`config.mk`:
```
export PLATFORM = sky130hd
export DESIGN_NAME = signal_conflict_monitor_flat
export DESIGN_NICKNAME = d
export VERILOG_FILES = /design/src/rtl/signal_conflict_monitor_pkg.sv /design/src/rtl/signal_conflict_monitor_if.sv /design/src/rtl/signal_conflict_monitor_lamp_legality_check.sv /design/src/rtl/signal_conflict_monitor.sv /design/src/flat_wrapper.sv
export SDC_FILE = /design/constraint.sdc
export NUM_CORES = 1
export LEC_CHECK = 0
export CORE_MARGIN = 2
export CORE_UTILIZATION = 51
export CTS_CLUSTER_SIZE = 12
export DETAILED_ROUTE_END_ITERATION = 16
export PLACE_DENSITY_LB_ADDON = 0.08
export SYNTH_ARGS = -nofsm -noshare
export SYNTH_HDL_FRONTEND = slang
export SYNTH_SLANG_ARGS = --single-unit
export TNS_END_PERCENT = 1
```
`constraint.sdc`:
```
create_clock -name clk -period 1.9 [get_ports clk]
set_input_delay 0.19 -clock clk [delete_from_list [all_inputs] [get_ports clk]]
set_output_delay 0.19 -clock clk [all_outputs]
set_load 0.01 [all_outputs]
```
`src/rtl/signal_conflict_monitor_pkg.sv`:
```
// rtl/signal_conflict_monitor_pkg.sv - shared types and constants for the lamp conflict monitor
package traffic_pkg;

    typedef enum logic [1:0] {
        NORMAL      = 2'd0,
        PENDING     = 2'd1,
        FAULT_FLASH = 2'd2,
        RECOVER     = 2'd3
    } state_t;

    localparam logic [1:0] FAULT_NONE     = 2'd0;
    localparam logic [1:0] FAULT_ONEHOT   = 2'd1;
    localparam logic [1:0] FAULT_CONFLICT = 2'd2;
    localparam logic [1:0] FAULT_STUCK    = 2'd3;

    localparam int NS_RED    = 5;
    localparam int NS_YELLOW = 4;
    localparam int NS_GREEN  = 3;
    localparam int EW_RED    = 2;
    localparam int EW_YELLOW = 1;
    localparam int EW_GREEN  = 0;

    localparam logic [5:0] LAMPS_ALL_RED = 6'b100100;

    // Counter width for a count that stays below p; never narrower than one bit.
    function automatic int cnt_w(input int p);
        return (p > 1) ? $clog2(p) : 1;
    endfunction

    function automatic logic is_onehot3(input logic [2:0] v);
        return (v == 3'b001) || (v == 3'b010) || (v == 3'b100);
    endfunction

endpackage

```
`src/rtl/signal_conflict_monitor_if.sv`:
```
// rtl/signal_conflict_monitor_if.sv - lamp command/drive bundle between controller and monitor
interface signal_conflict_monitor_if;
    logic       ns_red_i, ns_yellow_i, ns_green_i;
    logic       ew_red_i, ew_yellow_i, ew_green_i;
    logic       clear_fault;
    logic       ns_red_o, ns_yellow_o, ns_green_o;
    logic       ew_red_o, ew_yellow_o, ew_green_o;
    logic       fault;
    logic [1:0] fault_code;
    logic [7:0] fault_count;

    modport master (
        output ns_red_i, ns_yellow_i, ns_green_i, ew_red_i, ew_yellow_i, ew_green_i, clear_fault,
        input  ns_red_o, ns_yellow_o, ns_green_o, ew_red_o, ew_yellow_o, ew_green_o,
        input  fault, fault_code, fault_count
    );

    modport slave (
        input  ns_red_i, ns_yellow_i, ns_green_i, ew_red_i, ew_yellow_i, ew_green_i, clear_fault,
        output ns_red_o, ns_yellow_o, ns_green_o, ew_red_o, ew_yellow_o, ew_green_o,
        output fault, fault_code, fault_count
    );
endinterface

```
`src/rtl/signal_conflict_monitor_lamp_legality_check.sv`:
```
// rtl/signal_conflict_monitor_lamp_legality_check.sv - combinational legality check of a 6-bit lamp vector
module lamp_legality_check
    import traffic_pkg::*;
(
    input  logic [5:0] lamps,
    output logic       illegal,
    output logic [1:0] code
);
    logic onehot_bad;
    logic conflict;

    always_comb begin
        onehot_bad = !is_onehot3(lamps[NS_RED:NS_GREEN]) || !is_onehot3(lamps[EW_RED:EW_GREEN]);
        conflict   = !lamps[NS_RED] && !lamps[EW_RED];
        illegal    = onehot_bad || conflict;
        // Conflicting right-of-way is the more dangerous condition, so it wins.
        if (conflict)        code = FAULT_CONFLICT;
        else if (onehot_bad) code = FAULT_ONEHOT;
        else                 code = FAULT_NONE;
    end
endmodule

```
`src/rtl/signal_conflict_monitor.sv`:
```
// rtl/signal_conflict_monitor.sv - lamp conflict monitor with glitch filter and fault flash
// MONITOR_STUCK_EN adds detection of lamp commands frozen for STUCK_LIMIT cycles.
module signal_conflict_monitor
    import traffic_pkg::*;
#(
    parameter int FAULT_FILTER   = 2,
    parameter int FLASH_HALF     = 8,
    parameter int ALL_RED_CYCLES = 4,
    parameter int STUCK_LIMIT    = 64
) (
    input  logic                     clk,
    input  logic                     rst,
    signal_conflict_monitor_if.slave bus
);
    localparam int FW = cnt_w(FAULT_FILTER);
    localparam int HW = cnt_w(FLASH_HALF);
    localparam int RW = cnt_w(ALL_RED_CYCLES);

    logic [5:0]    cmd;
    logic          illegal;
    logic [1:0]    chk_code;
    state_t        state, state_nxt;
    logic          fault_entry;
    logic [1:0]    entry_code;
    logic [FW-1:0] filt_cnt, filt_nxt;
    logic [HW-1:0] flash_cnt, flash_nxt;
    logic          flash_phase, phase_nxt;
    logic [RW-1:0] rec_cnt, rec_nxt;
    logic [5:0]    lamps, lamps_nxt;
    logic [1:0]    code_q, code_nxt;
    logic [7:0]    count_q, count_nxt;
    logic          stuck_hit;

    assign cmd = {bus.ns_red_i, bus.ns_yellow_i, bus.ns_green_i,
                  bus.ew_red_i, bus.ew_yellow_i, bus.ew_green_i};

    lamp_legality_check u_check (
        .lamps   (cmd),
        .illegal (illegal),
        .code    (chk_code)
    );

`ifdef MONITOR_STUCK_EN
    localparam int SW = cnt_w(STUCK_LIMIT);
    logic [SW-1:0] stuck_cnt;
    logic [5:0]    prev_cmd;

    assign stuck_hit = (state == NORMAL) && (cmd == prev_cmd) && (stuck_cnt == SW'(STUCK_LIMIT - 1));

    always_ff @(posedge clk or posedge rst) begin
        if (rst) begin
            stuck_cnt <= '0;
            prev_cmd  <= '0;
        end else begin
            prev_cmd  <= cmd;
            stuck_cnt <= (state == NORMAL && state_nxt == NORMAL && cmd == prev_cmd)
                         ? stuck_cnt + SW'(1) : '0;
        end
    end
`else
    // Stuck detection compiled out; STUCK_LIMIT is always positive so this never fires.
    assign stuck_hit = (STUCK_LIMIT < 0);
`endif

    always_ff @(posedge clk or posedge rst) begin
        if (rst) begin
            state       <= RECOVER;
            filt_cnt    <= '0;
            flash_cnt   <= '0;
            flash_phase <= 1'b0;
            rec_cnt     <= '0;
            lamps       <= LAMPS_ALL_RED;
            code_q      <= FAULT_NONE;
            count_q     <= '0;
        end else begin
            state       <= state_nxt;
            filt_cnt    <= filt_nxt;
            flash_cnt   <= flash_nxt;
            flash_phase <= phase_nxt;
            rec_cnt     <= rec_nxt;
            lamps       <= lamps_nxt;
            code_q      <= code_nxt;
            count_q     <= count_nxt;
        end
    end

    always_comb begin
        state_nxt   = state;
        fault_entry = 1'b0;
        entry_code  = chk_code;
        case (state)
            NORMAL: begin
                if (illegal) begin
                    if (FAULT_FILTER <= 1) begin
                        state_nxt   = FAULT_FLASH;
                        fault_entry = 1'b1;
                    end else begin
                        state_nxt = PENDING;
                    end
                end else if (stuck_hit) begin
                    state_nxt   = FAULT_FLASH;
                    fault_entry = 1'b1;
                    entry_code  = FAULT_STUCK;
                end
            end
            PENDING: begin
                if (!illegal) begin
                    state_nxt = NORMAL;
                end else if (filt_cnt == FW'(FAULT_FILTER - 1)) begin
                    state_nxt   = FAULT_FLASH;
                    fault_entry = 1'b1;
                end
            end
            FAULT_FLASH: begin
                if (bus.clear_fault && !illegal) state_nxt = RECOVER;
            end
            RECOVER: begin
                if (illegal) begin
                    state_nxt   = FAULT_FLASH;
                    fault_entry = 1'b1;
                end else if (rec_cnt == RW'(ALL_RED_CYCLES - 1)) begin
                    state_nxt = NORMAL;
                end
            end
            default: state_nxt = RECOVER;
        endcase
    end

    always_comb begin
        phase_nxt = flash_phase;
        flash_nxt = '0;
        if (state_nxt == FAULT_FLASH) begin
            if (state != FAULT_FLASH) begin
                phase_nxt = 1'b1;
            end else if (flash_cnt == HW'(FLASH_HALF - 1)) begin
                phase_nxt = !flash_phase;
            end else begin
                flash_nxt = flash_cnt + HW'(1);
            end
        end

        // Outputs only follow commands that were legal in a NORMAL/PENDING cycle.
        lamps_nxt = lamps;
        if (state_nxt == FAULT_FLASH)
            lamps_nxt = phase_nxt ? LAMPS_ALL_RED : 6'b000000;
        else if (state_nxt == RECOVER)
            lamps_nxt = LAMPS_ALL_RED;
        else if ((state == NORMAL || state == PENDING) && state_nxt == NORMAL)
            lamps_nxt = cmd;

        rec_nxt  = (state == RECOVER && state_nxt == RECOVER) ? rec_cnt + RW'(1) : '0;
        filt_nxt = (state_nxt != PENDING) ? '0 :
                   (state == PENDING)     ? filt_cnt + FW'(1) : FW'(1);

        code_nxt = code_q;
        if (fault_entry)                                     code_nxt = entry_code;
        else if (state == FAULT_FLASH && state_nxt == RECOVER) code_nxt = FAULT_NONE;

        count_nxt = (fault_entry && count_q != 8'hFF) ? count_q + 8'd1 : count_q;
    end

    assign bus.ns_red_o    = lamps[NS_RED];
    assign bus.ns_yellow_o = lamps[NS_YELLOW];
    assign bus.ns_green_o  = lamps[NS_GREEN];
    assign bus.ew_red_o    = lamps[EW_RED];
    assign bus.ew_yellow_o = lamps[EW_YELLOW];
    assign bus.ew_green_o  = lamps[EW_GREEN];
    assign bus.fault       = (state == FAULT_FLASH);
    assign bus.fault_code  = code_q;
    assign bus.fault_count = count_q;

endmodule

```
`src/flat_wrapper.sv`:
```
// flat-port wrapper written by rule: the top's interface ports become plain ports
module signal_conflict_monitor_flat import traffic_pkg::*;
#(
    parameter int FAULT_FILTER   = 2,
    parameter int FLASH_HALF     = 8,
    parameter int ALL_RED_CYCLES = 4,
    parameter int STUCK_LIMIT    = 64
)
  (clk, rst, bus_ns_red_i, bus_ns_yellow_i, bus_ns_green_i, bus_ew_red_i, bus_ew_yellow_i, bus_ew_green_i, bus_clear_fault, bus_ns_red_o, bus_ns_yellow_o, bus_ns_green_o, bus_ew_red_o, bus_ew_yellow_o, bus_ew_green_o, bus_fault, bus_fault_code, bus_fault_count);
  signal_conflict_monitor_if bus_i ();
  input  logic clk;
  input  logic rst;
  input wire logic [$bits(bus_i.ns_red_i)-1:0] bus_ns_red_i;
  input wire logic [$bits(bus_i.ns_yellow_i)-1:0] bus_ns_yellow_i;
  input wire logic [$bits(bus_i.ns_green_i)-1:0] bus_ns_green_i;
  input wire logic [$bits(bus_i.ew_red_i)-1:0] bus_ew_red_i;
  input wire logic [$bits(bus_i.ew_yellow_i)-1:0] bus_ew_yellow_i;
  input wire logic [$bits(bus_i.ew_green_i)-1:0] bus_ew_green_i;
  input wire logic [$bits(bus_i.clear_fault)-1:0] bus_clear_fault;
  output wire logic [$bits(bus_i.ns_red_o)-1:0] bus_ns_red_o;
  output wire logic [$bits(bus_i.ns_yellow_o)-1:0] bus_ns_yellow_o;
  output wire logic [$bits(bus_i.ns_green_o)-1:0] bus_ns_green_o;
  output wire logic [$bits(bus_i.ew_red_o)-1:0] bus_ew_red_o;
  output wire logic [$bits(bus_i.ew_yellow_o)-1:0] bus_ew_yellow_o;
  output wire logic [$bits(bus_i.ew_green_o)-1:0] bus_ew_green_o;
  output wire logic [$bits(bus_i.fault)-1:0] bus_fault;
  output wire logic [$bits(bus_i.fault_code)-1:0] bus_fault_code;
  output wire logic [$bits(bus_i.fault_count)-1:0] bus_fault_count;
  assign bus_i.ns_red_i = bus_ns_red_i;
  assign bus_i.ns_yellow_i = bus_ns_yellow_i;
  assign bus_i.ns_green_i = bus_ns_green_i;
  assign bus_i.ew_red_i = bus_ew_red_i;
  assign bus_i.ew_yellow_i = bus_ew_yellow_i;
  assign bus_i.ew_green_i = bus_ew_green_i;
  assign bus_i.clear_fault = bus_clear_fault;
  assign bus_ns_red_o = bus_i.ns_red_o;
  assign bus_ns_yellow_o = bus_i.ns_yellow_o;
  assign bus_ns_green_o = bus_i.ns_green_o;
  assign bus_ew_red_o = bus_i.ew_red_o;
  assign bus_ew_yellow_o = bus_i.ew_yellow_o;
  assign bus_ew_green_o = bus_i.ew_green_o;
  assign bus_fault = bus_i.fault;
  assign bus_fault_code = bus_i.fault_code;
  assign bus_fault_count = bus_i.fault_count;
  signal_conflict_monitor #(.FAULT_FILTER(FAULT_FILTER), .FLASH_HALF(FLASH_HALF), .ALL_RED_CYCLES(ALL_RED_CYCLES), .STUCK_LIMIT(STUCK_LIMIT)) u_core (.clk(clk), .rst(rst), .bus(bus_i));
endmodule
```
==> impl_metrics.env <==
export IMPL_status="complete, no violations"
export IMPL_crit_chain="nand2b_1 -> inv_2 -> clkdlybuf4s50_1"
export IMPL_vdd_drop_max_uv=704
export IMPL_ff2ff_path_depth=5
export IMPL_cp_endpoint="bus_fault"
export IMPL_hold_path_class="input port to asynchronous set/reset pin"
export IMPL_ctsHoldBuffers=0
export IMPL_power_mw=1.76
export IMPL_die_h_um=55.3
export IMPL_cpMaxStageDelayCell="dfstp_2"
export IMPL_timing_rr_end="u_core.bus.fault_count[1]"
export IMPL_synth_ff_latch_count=25
export IMPL_num_vias=1080
export IMPL_crit_required_ns=1.71
export IMPL_worstSetupPathType="flip-flop to output port"
export IMPL_die_area_um2=3050
export IMPL_drtPass1Iterations=4
export IMPL_placed_area_um2=1720
export IMPL_rsz0062_at_grt="yes"
export IMPL_drt_iter0_markers=22
export IMPL_timing_final_crit_share_pct=96.5
export IMPL_netlist_top_cells_count="21 x dfrtp_1, 9 x xor2_1, 7 x nand2_1"
export IMPL_grt_usage_pct=20.8
export IMPL_fp_row_count=18
export IMPL_yosys_area_top_type="dfrtp_1"
export IMPL_cts_tree="yes"
export IMPL_cts_root_buf="clkbuf_4"
export IMPL_min_period_ns=1.83
export IMPL_p_leak_nw=0.783
export IMPL_post_route_drc_count=0
export IMPL_ios=26
export IMPL_fin_worst_skew_ns=0.00435
export IMPL_die_w_um=55.3
export IMPL_route_detailed_wl_per_inst_um=15.1
export IMPL_synth_top_cell_area_share_pct=39.2
export IMPL_finalInstanceArea_um2=1780
export IMPL_synth_net_count=130
export IMPL_nets=175
export IMPL_n_antenna_cell=0
export IMPL_synth_warnings=0
export IMPL_start_util_pct=54.1
export IMPL_avgSynthCellArea_um2=11.5
export IMPL_grt_pass1_vias=1124
export IMPL_dp_hpwl_mm=2.26
export IMPL_area_delta_synth_final_pct=32.8
export IMPL_timing_fmax_mhz=545
export IMPL_crit_path_end_kind="output port"
export IMPL_setup_violations=0
export IMPL_postSynthCellCount=117
export IMPL_critPathLaunch="u_core.state[1]"
export IMPL_ys_top_cells_by_area="dfrtp_1 39%, dfstp_2 7.8%, xor2_1 5.9%"
export IMPL_gp_congestion=0.771
export IMPL_worst_pin_slew_ns=0.444
export IMPL_cts_buffer_depth=2
export IMPL_io_buffers=25
export IMPL_ant_nets=0
export IMPL_synth_most_common_cell="dfrtp_1"
export IMPL_hold_viol_final=0
export IMPL_instances_no_fill=191
export IMPL_synth_flop_cell="dfrtp_1"
export IMPL_powerDensity_nw_per_um2=989
export IMPL_yosysSeqAreaShare_pct=47.1
export IMPL_cts_reportedPaths_clkPinSlew_ns=0.14
export IMPL_coreArea_um2=2480
export IMPL_synthDistinctLibCells=42
export IMPL_slew_viol_final=0
export IMPL_grt_max_degree=15
export IMPL_start_kind="flip-flop"
export IMPL_slowest_delay_ns=0.57
export IMPL_antenna_found_initial=0
export IMPL_cts_buffers=3
export IMPL_grt_overflow_total=0
export IMPL_cap_violations=0
export IMPL_async_flop_share_pct=100
export IMPL_cts_sink_count=25
export IMPL_syn_area_um2=1340
export IMPL_relSlewSlack_pct=70.4
export IMPL_grt_first_pass_wirelength_mm=5.06
export IMPL_reg2reg_slack_ns=0.17
export IMPL_drive_gt1_share_pct=24.2
export IMPL_clk_latency_ns=0.31
export IMPL_crit_fanout=5
export IMPL_drt_total_wl_mm=2.88
export IMPL_cts_max_level=1
export IMPL_synth_edf_count=0
export IMPL_r2r_start="u_core.bus.fault_count[4]"
export IMPL_avgViaCountPerCell=5.65
export IMPL_place_inst=185
export IMPL_cp_arrival_ns=1.64
[kinds of logic after synthesis]
group	synth area share (%)
simple gates	20.5
xor+xnor	7.19
flops	47.1
fa+ha+maj	3.73
mux	3.27
compound gates	14.3
buf+inv	3.92
[worst max-delay path: cells and delay by family (launching register included)]
kind                   cells  cell delay [ns]
and+or+nand+nor            1             0.11
buffers and inverters      2             0.66
DFF                        1             0.57
[report_power, final]
part	leakage, nW	switching, mW	total, mW	internal [mW]
registers	0.300	0.134	0.822	0.689
clock network	0.0177	0.155	0.233	0.0786
logic	0.466	0.303	0.704	0.401
total	0.783	0.592	1.76	1.17
[stage by stage]
stage	hold WS, ns	util (%)	TNS [ns]	setup WS [ns]
floorplan	0.214	-	0	0.139
global placement	0.420	69.5	-2.68	-0.213
detailed placement	0.432	69.5	-5.06	-0.374
CTS	0.176	71.2	0	0.00828
global route	0.194	71.8	-0.0757	-0.0327
finish	0.166	71.8	0	0.0665
[flip-flops by register name, indices dropped and copies added, names as in the netlist]
signal	cells
u_core.bus.fault_count	8
u_core.flash_phase	1
u_core.filt_cnt	1
u_core.lamps	6
u_core.rec_cnt	2
u_core.state	2
u_core.flash_cnt	3
u_core.bus.fault_code	2
[metal layers]
layer | up-vias | global-route usage (%) | share of wire (%)
li1 | 519 | - | -
met1 | 523 | 26.4 | 41
met2 | 34 | 36.4 | 54
met3 | 4 | 2.34 | 4.1
met4 | 0 | 7.32 | 1.1
met5 | - | 0 | 0
[worst min path at each step]
stage / startpoint / to / depth (start not counted)
after floorplan: rst / u_core.bus.fault_code[0] / 1
after global placement: u_core.rec_cnt[0] / u_core.rec_cnt[0] / 1
after detailed placement: u_core.rec_cnt[0] / u_core.rec_cnt[0] / 1
after CTS: rst / u_core.flash_cnt[2] / 2
after global routing: rst / u_core.flash_cnt[2] / 2
final: rst / u_core.flash_cnt[0] / 2
[layout by cell type (no fill, tap or decap), types with 2 or more instances in the layout]
cell type / n
nand4_1: 3
a22o_1: 5
nand2_1: 7
mux2_2: 3
and3_1: 2
nand2b_1: 2
xnor2_1: 2
and2_1: 2
o21ai_0: 3
nor3_1: 3
dfrtp_1: 21
nor4b_1: 2
inv_1: 2
dfstp_2: 4
ha_1: 4
a22oi_1: 2
buf_4: 20
a21o_1: 3
xor2_1: 9
a21oi_1: 2
nor2b_1: 2
nor2_1: 6
clkbuf_4: 3
nor4_4: 2
clkdlybuf4s50_1: 25
o221a_2: 2
[cell type report]
type | instances | area, µm²
Fill cell | 196 | 698
Timing Repair Buffer | 45 | 400
Clock inverter | 1 | 5.00
Inverter | 3 | 11.3
Multi-Input combinational cell | 84 | 672
Tap cell | 30 | 37.5
Sequential cell | 25 | 631
Clock buffer | 3 | 22.5
[what timing repair did]
action / CTS / global route
gates cloned: 0 / 0
setup buffers: 1 / 1
endpoints found under the setup margin: 2 / 6
resized for setup: 1 / 2
pin swaps: 1 / 1
Power figures use the tool's default switching activity.
